$ cat config.mk
export PLATFORM = sky130hd
export DESIGN_NAME = maincontroller
export DESIGN_NICKNAME = d
export VERILOG_FILES = /design/src/rtl/maincontroller_pkg.sv /design/src/rtl/maincontroller_outdec.sv /design/src/rtl/maincontroller.sv
export SDC_FILE = /design/constraint.sdc
export NUM_CORES = 1
export LEC_CHECK = 0
export ABC_AREA = 1
export CAP_MARGIN = 20
export CORE_AREA = 2 2 51 53
export DETAILED_ROUTE_END_ITERATION = 10
export DIE_AREA = 0 0 53 55
export DONT_BUFFER_PORTS = 1
export GPL_TIMING_DRIVEN = 0
export HOLD_SLACK_MARGIN = 0.08
export PLACE_DENSITY = 0.58
export REMOVE_ABC_BUFFERS = 1
export SLEW_MARGIN = 20
export SYNTH_ARGS = -nofsm -noshare
export SYNTH_HDL_FRONTEND = slang
export SYNTH_HIERARCHICAL = 1
export SYNTH_SLANG_ARGS = --single-unit
$ cat constraint.sdc
create_clock -name clk -period 1.55 [get_ports clk]
set_input_delay 0.0775 -clock clk [delete_from_list [all_inputs] [get_ports clk]]
set_output_delay 0.0775 -clock clk [all_outputs]
set_load 0.005 [all_outputs]
$ cat src/rtl/maincontroller_pkg.sv
// Shared definitions for the multicycle main controller: state encoding, opcodes and datapath select codes.
// MAINCTRL_BNE_EN adds the BNEEX state and the BNE opcode decode.
package maincontroller_pkg;

  typedef enum logic [3:0] {
    S_FETCH   = 4'd0,
    S_DECODE  = 4'd1,
    S_MEMADR  = 4'd2,
    S_MEMRD   = 4'd3,
    S_MEMWB   = 4'd4,
    S_MEMWR   = 4'd5,
    S_RTYPEEX = 4'd6,
    S_RTYPEWB = 4'd7,
    S_BEQEX   = 4'd8,
    S_ADDIEX  = 4'd9,
    S_ADDIWB  = 4'd10,
    S_JEX     = 4'd11
`ifdef MAINCTRL_BNE_EN
    , S_BNEEX = 4'd12
`endif
  } state_t;

  localparam logic [5:0] OP_RTYPE = 6'b000000;
  localparam logic [5:0] OP_LB    = 6'b100000;
  localparam logic [5:0] OP_SB    = 6'b101000;
  localparam logic [5:0] OP_BEQ   = 6'b000100;
  localparam logic [5:0] OP_ADDI  = 6'b001000;
  localparam logic [5:0] OP_J     = 6'b000010;
  localparam logic [5:0] OP_BNE   = 6'b000101;

  localparam logic [1:0] ALUOP_ADD   = 2'b00;
  localparam logic [1:0] ALUOP_SUB   = 2'b01;
  localparam logic [1:0] ALUOP_FUNCT = 2'b10;

  localparam logic [1:0] SRCB_RT    = 2'b00;
  localparam logic [1:0] SRCB_FOUR  = 2'b01;
  localparam logic [1:0] SRCB_IMM   = 2'b10;
  localparam logic [1:0] SRCB_IMMSH = 2'b11;

  localparam logic [1:0] PCSRC_ALU    = 2'b00;
  localparam logic [1:0] PCSRC_ALUOUT = 2'b01;
  localparam logic [1:0] PCSRC_JUMP   = 2'b10;

  typedef struct packed {
    logic       pcen;
    logic       memwrite;
    logic       iord;
    logic       irwrite;
    logic       regdst;
    logic       memtoreg;
    logic       regwrite;
    logic       alusrca;
    logic [1:0] alusrcb;
    logic [1:0] pcsrc;
    logic [1:0] aluop;
    logic       illegal;
  } ctrl_t;

  // Unsupported opcodes map to FETCH; op_legal tells them apart from a real FETCH target.
  function automatic state_t decode_next(input logic [5:0] op);
    case (op)
      OP_LB, OP_SB: decode_next = S_MEMADR;
      OP_RTYPE:     decode_next = S_RTYPEEX;
      OP_BEQ:       decode_next = S_BEQEX;
      OP_ADDI:      decode_next = S_ADDIEX;
      OP_J:         decode_next = S_JEX;
`ifdef MAINCTRL_BNE_EN
      OP_BNE:       decode_next = S_BNEEX;
`endif
      default:      decode_next = S_FETCH;
    endcase
  endfunction

  function automatic logic op_legal(input logic [5:0] op);
    op_legal = (decode_next(op) != S_FETCH);
  endfunction

endpackage

$ cat src/rtl/maincontroller_outdec.sv
// Combinational state-to-control decoder; only FETCH looks at memready, only branch states look at zero.
// MAINCTRL_BNE_EN adds the BNEEX decode with inverted branch condition.
module maincontroller_outdec
  import maincontroller_pkg::*;
(
  input  state_t     state,
  input  logic [5:0] op,
  input  logic       zero,
  input  logic       memready,
  output ctrl_t      ctrl
);

  logic pcwrite;
  logic branch;
  logic branch_ne;

  always_comb begin
    ctrl      = '0;
    pcwrite   = 1'b0;
    branch    = 1'b0;
    branch_ne = 1'b0;
    case (state)
      S_FETCH: begin
        ctrl.alusrcb = SRCB_FOUR;
        ctrl.irwrite = memready;
        pcwrite      = memready;
      end
      S_DECODE: begin
        ctrl.alusrcb = SRCB_IMMSH;
        ctrl.aluop   = ALUOP_ADD;
        ctrl.illegal = ~op_legal(op);
      end
      S_MEMADR, S_ADDIEX: begin
        ctrl.alusrca = 1'b1;
        ctrl.alusrcb = SRCB_IMM;
        ctrl.aluop   = ALUOP_ADD;
      end
      S_MEMRD: ctrl.iord = 1'b1;
      S_MEMWB: begin
        ctrl.memtoreg = 1'b1;
        ctrl.regwrite = 1'b1;
      end
      S_MEMWR: begin
        ctrl.iord     = 1'b1;
        ctrl.memwrite = 1'b1;
      end
      S_RTYPEEX: begin
        ctrl.alusrca = 1'b1;
        ctrl.aluop   = ALUOP_FUNCT;
      end
      S_RTYPEWB: begin
        ctrl.regdst   = 1'b1;
        ctrl.regwrite = 1'b1;
      end
      S_BEQEX: begin
        ctrl.alusrca = 1'b1;
        ctrl.aluop   = ALUOP_SUB;
        ctrl.pcsrc   = PCSRC_ALUOUT;
        branch       = 1'b1;
      end
`ifdef MAINCTRL_BNE_EN
      S_BNEEX: begin
        ctrl.alusrca = 1'b1;
        ctrl.aluop   = ALUOP_SUB;
        ctrl.pcsrc   = PCSRC_ALUOUT;
        branch_ne    = 1'b1;
      end
`endif
      S_ADDIWB: ctrl.regwrite = 1'b1;
      S_JEX: begin
        ctrl.pcsrc = PCSRC_JUMP;
        pcwrite    = 1'b1;
      end
      default: ctrl = '0;
    endcase
    ctrl.pcen = pcwrite | (branch & zero) | (branch_ne & ~zero);
  end

endmodule

$ cat src/rtl/maincontroller.sv
// Multicycle Moore main controller: state register, next-state logic and reset gating of all controls.
// MAINCTRL_BNE_EN enables BNE support (BNEEX state).
module maincontroller
  import maincontroller_pkg::*;
(
  input  logic       clk,
  input  logic       reset,
  input  logic [5:0] op,
  input  logic       zero,
  input  logic       memready,
  output logic       pcen,
  output logic       memwrite,
  output logic       iord,
  output logic       irwrite,
  output logic       regdst,
  output logic       memtoreg,
  output logic       regwrite,
  output logic       alusrca,
  output logic [1:0] alusrcb,
  output logic [1:0] pcsrc,
  output logic [1:0] aluop,
  output logic       illegal
);

  state_t state;
  state_t next;
  logic   run;
  ctrl_t  raw;
  ctrl_t  ctrl;

  // run stays low through reset and until the first clock edge after release,
  // so the first real FETCH cycle begins on that edge and every control reads 0 before it.
  always_ff @(posedge clk or negedge reset) begin
    if (!reset) begin
      state <= S_FETCH;
      run   <= 1'b0;
    end else begin
      run <= 1'b1;
      if (run) state <= next;
    end
  end

  always_comb begin
    next = state;
    case (state)
      S_FETCH:   if (memready) next = S_DECODE;
      S_DECODE:  next = decode_next(op);
      S_MEMADR:  next = (op == OP_LB) ? S_MEMRD : S_MEMWR;
      S_MEMRD:   if (memready) next = S_MEMWB;
      S_MEMWR:   if (memready) next = S_FETCH;
      S_RTYPEEX: next = S_RTYPEWB;
      S_ADDIEX:  next = S_ADDIWB;
      default:   next = S_FETCH;
    endcase
  end

  maincontroller_outdec u_outdec (
    .state    (state),
    .op       (op),
    .zero     (zero),
    .memready (memready),
    .ctrl     (raw)
  );

  assign ctrl = run ? raw : '0;

  assign pcen     = ctrl.pcen;
  assign memwrite = ctrl.memwrite;
  assign iord     = ctrl.iord;
  assign irwrite  = ctrl.irwrite;
  assign regdst   = ctrl.regdst;
  assign memtoreg = ctrl.memtoreg;
  assign regwrite = ctrl.regwrite;
  assign alusrca  = ctrl.alusrca;
  assign alusrcb  = ctrl.alusrcb;
  assign pcsrc    = ctrl.pcsrc;
  assign aluop    = ctrl.aluop;
  assign illegal  = ctrl.illegal;

endmodule

==> results.json <==
{
  "synth_top_area_frac": 0.242,
  "root_buffer": "clkbuf_4",
  "synth_most_common_cell": "nand2_1",
  "wl_per_cell_um": 9.01,
  "insertion_delay_ps": 240,
  "grt_pass1_vias": 736,
  "grt_pass1_wl_mm": 2.87,
  "hold_viol": 0,
  "clk_path_buf_depth": 2,
  "fin_nets": 174,
  "design_area_um2": 843,
  "synth-seq-area-share": 0.162,
  "min_path_type": "in2async",
  "ys_top_cells_by_area": "nand2_1, dfrtp_1, inv_1",
  "p_clk_frac": 0.172,
  "cts.htree.levels": 1,
  "met2_usage": 0.252,
  "gp_congestion": 0.745,
  "drive_above_1_share": 0.110,
  "synthCells": 160,
  "rsz0062_at_grt": "no",
  "grt_max_degree": 17,
  "met3_usage": 0.0323,
  "p_sw_mw": 0.453,
  "start_util": 0.328,
  "grt-ovfl-total": 0,
  "worst-r2r-cell-count": 6,
  "coreArea_um2": 2360,
  "worstReg2RegStart": "state[3]",
  "cp.arrival_ps": 1320,
  "worstPathRequired_ps": 1470,
  "met1_usage": 0.147,
  "max_freq_mhz": 713,
  "switching_share": 0.516,
  "clkTransAtPathRegs_ps": 50,
  "status": "complete, no violations",
  "dp.final_hpwl_mm": 1.39,
  "layout_min_cycle_time_ps": 1400,
  "wl_mm": 1.74,
  "fin_crit_sh": 0.905,
  "yosysWarningCount": 6,
  "async_flop_share": 1.00,
  "viasPerCell": 4.56,
  "crit_top_cell": "nand2_1",
  "via_count": 880,
  "diodes": 0,
  "row_count": 18,
  "ioPinCount": 25,
  "grt_busiest_layer": "met2",
  "critPathMaxFanout": 8,
  "drc": 0,
  "synth.avg_cell_area_um2": 4.84,
  "antenna_found_initial": 0,
  "p_int_mw": 0.424,
  "syn_area_um2": 774,
  "portBuffers": 0,
  "drv_slew": 0,
  "postPlaceCellArea_um2": 802,
  "cap_violations": 0,
  "cts_tree": "done",
  "cts_num_sinks": 5,
  "ys_seq_elements": 5,
  "fin_tns_setup_ps": 0,
  "finClkSkew_ps": 5.60,
  "synthTopCellsByCount": "nand2_1, inv_1, nor2_1",
  "die_y_um": 55,
  "num-fill-cells": 277,
  "p_leak_nw": 0.566,
  "cts_made_buffers": 3,
  "critPathCaptureType": "output pin",
  "crit_chain": "inv_1 -> nand2_1 -> nor2_1 -> nor2_1 -> nand2_1 -> nand2_1 -> inv_1",
  "max-vdd-ir-drop_uv": 611,
  "setup_viol": 0,
  "crit_type": "reg2out",
  "drtPass1Iterations": 4,
  "r2r_setup_slack_ps": 280,
  "yosysTopAreaCell": "nand2_1",
  "grt_use_total": 0.128,
  "worstSetupStartpointType": "register",
  "fp.dieArea_um2": 2920,
  "synth_edf_count": 0,
  "power.density_nw_per_um2": 1040,
  "syn_to_final_growth_pct": 8.89,
  "slowest_stage": "dfrtp_1",
  "fp.dieW_um": 53,
  "cts_setup_buffers": 0,
  "rr_endpoint": "state[1]",
  "slowest_delay_ps": 470,
  "pwr-share-seq": 0.278,
  "power_frac_comb": 0.550,
  "yosysUniqueCellTypes": 19,
  "ant_nets": 0,
  "ys.flop_type": "dfrtp_1",
  "drt_iter0_drc": 7,
  "power_mw": 0.877
}
[layout make-up]
cell class,instances,area [um2],area share
timing repair buffer,1,10.0,0.0119
inverter,37,139,0.165
tap,30,37.5,0.0445
multi-input combinational,116,503,0.596
sequential,5,128,0.151
clock buffer,4,26.3,0.0312
[per-layer routing]
layer / up-vias / share of wire
met5: - / 0
li1: 480 / -
met4: 0 / 0
met2: 15 / 0.51
met3: 0 / 0.029
met1: 385 / 0.46
[flip-flops by register name, summed over array words and instances (netlist names)]
register  count
run           1
state         4
[how the worst max path moves through the flow]
stage                  start    endpoint  cells past startpoint
floorplan           state[3]    state[0]                      6
global placement    state[1]    state[1]                      7
detailed placement  state[1]    state[1]                      7
CTS                 state[1]  alusrcb[1]                      7
global route        state[3]     alusrca                      7
finish              state[3]     alusrca                      7
[critical path, delay by kind of cell, from the launching register on]
family / cells / cell delay [ps]
flip-flops: 1 / 470
AND/OR/NAND/NOR: 5 / 420
buffers and inverters: 2 / 200
[power by group through the flow]
stage | logic [mW] | clock network [mW] | registers, mW
4_1_cts | 0.484 | 0.160 | 0.236
5_1_grt | 0.573 | 0.169 | 0.252
2_1_floorplan | 0.404 | 0 | 0.216
3_5_place_dp | 0.478 | 0 | 0.238
6_report | 0.482 | 0.151 | 0.244
3_3_place_gp | 0.468 | 0 | 0.238
[logic make-up (layout without fill, tap and decap cells)]
family / count (synthesis) / count (layout) / synth area share
simple gates: 107 / 107 / 0.585
flops: 5 / 5 / 0.162
buf+inv: 39 / 42 / 0.192
other cells: 1 / 1 / 0.00484
compound gates: 8 / 8 / 0.0566
[timing repair]
item	4_1_cts	5_1_grt
endpoints found under the hold margin	5	0
setup endpoints to repair	0	4
resized for setup	0	3
hold buffers	1	0
[per-stage QoR]
stage / util / hold slack, ps / std cells / worst slack [ps]
after floorplan: - / -218 / 158 / 424
after global placement: 0.339 / -218 / 188 / 266
after detailed placement: 0.339 / -218 / 188 / 229
after CTS: 0.354 / 112 / 193 / 84.4
after global routing: 0.357 / 123 / 193 / 25.8
final: 0.357 / 120 / 193 / 148
[layout by cell type, fill, tap and decap left out]
cell type	netlist	final
nor2_1	32	31
dfrtp_1	5	3
o211ai_1	1	1
inv_1	32	32
clkbuf_4	0	3
inv_2	4	4
clkbuf_1	0	1
nand3b_1	1	1
nor2_4	1	1
dlygate4sd3_1	0	1
nand4_1	2	2
dfrtp_2	0	2
nand2_2	4	4
clkinv_1	1	1
conb_1	1	1
nand3_1	14	14
o22ai_1	1	1
o21ai_0	4	4
o21ai_1	2	2
nand2_1	50	50
nor2_2	3	4
(Power assumes the default switching activity.)
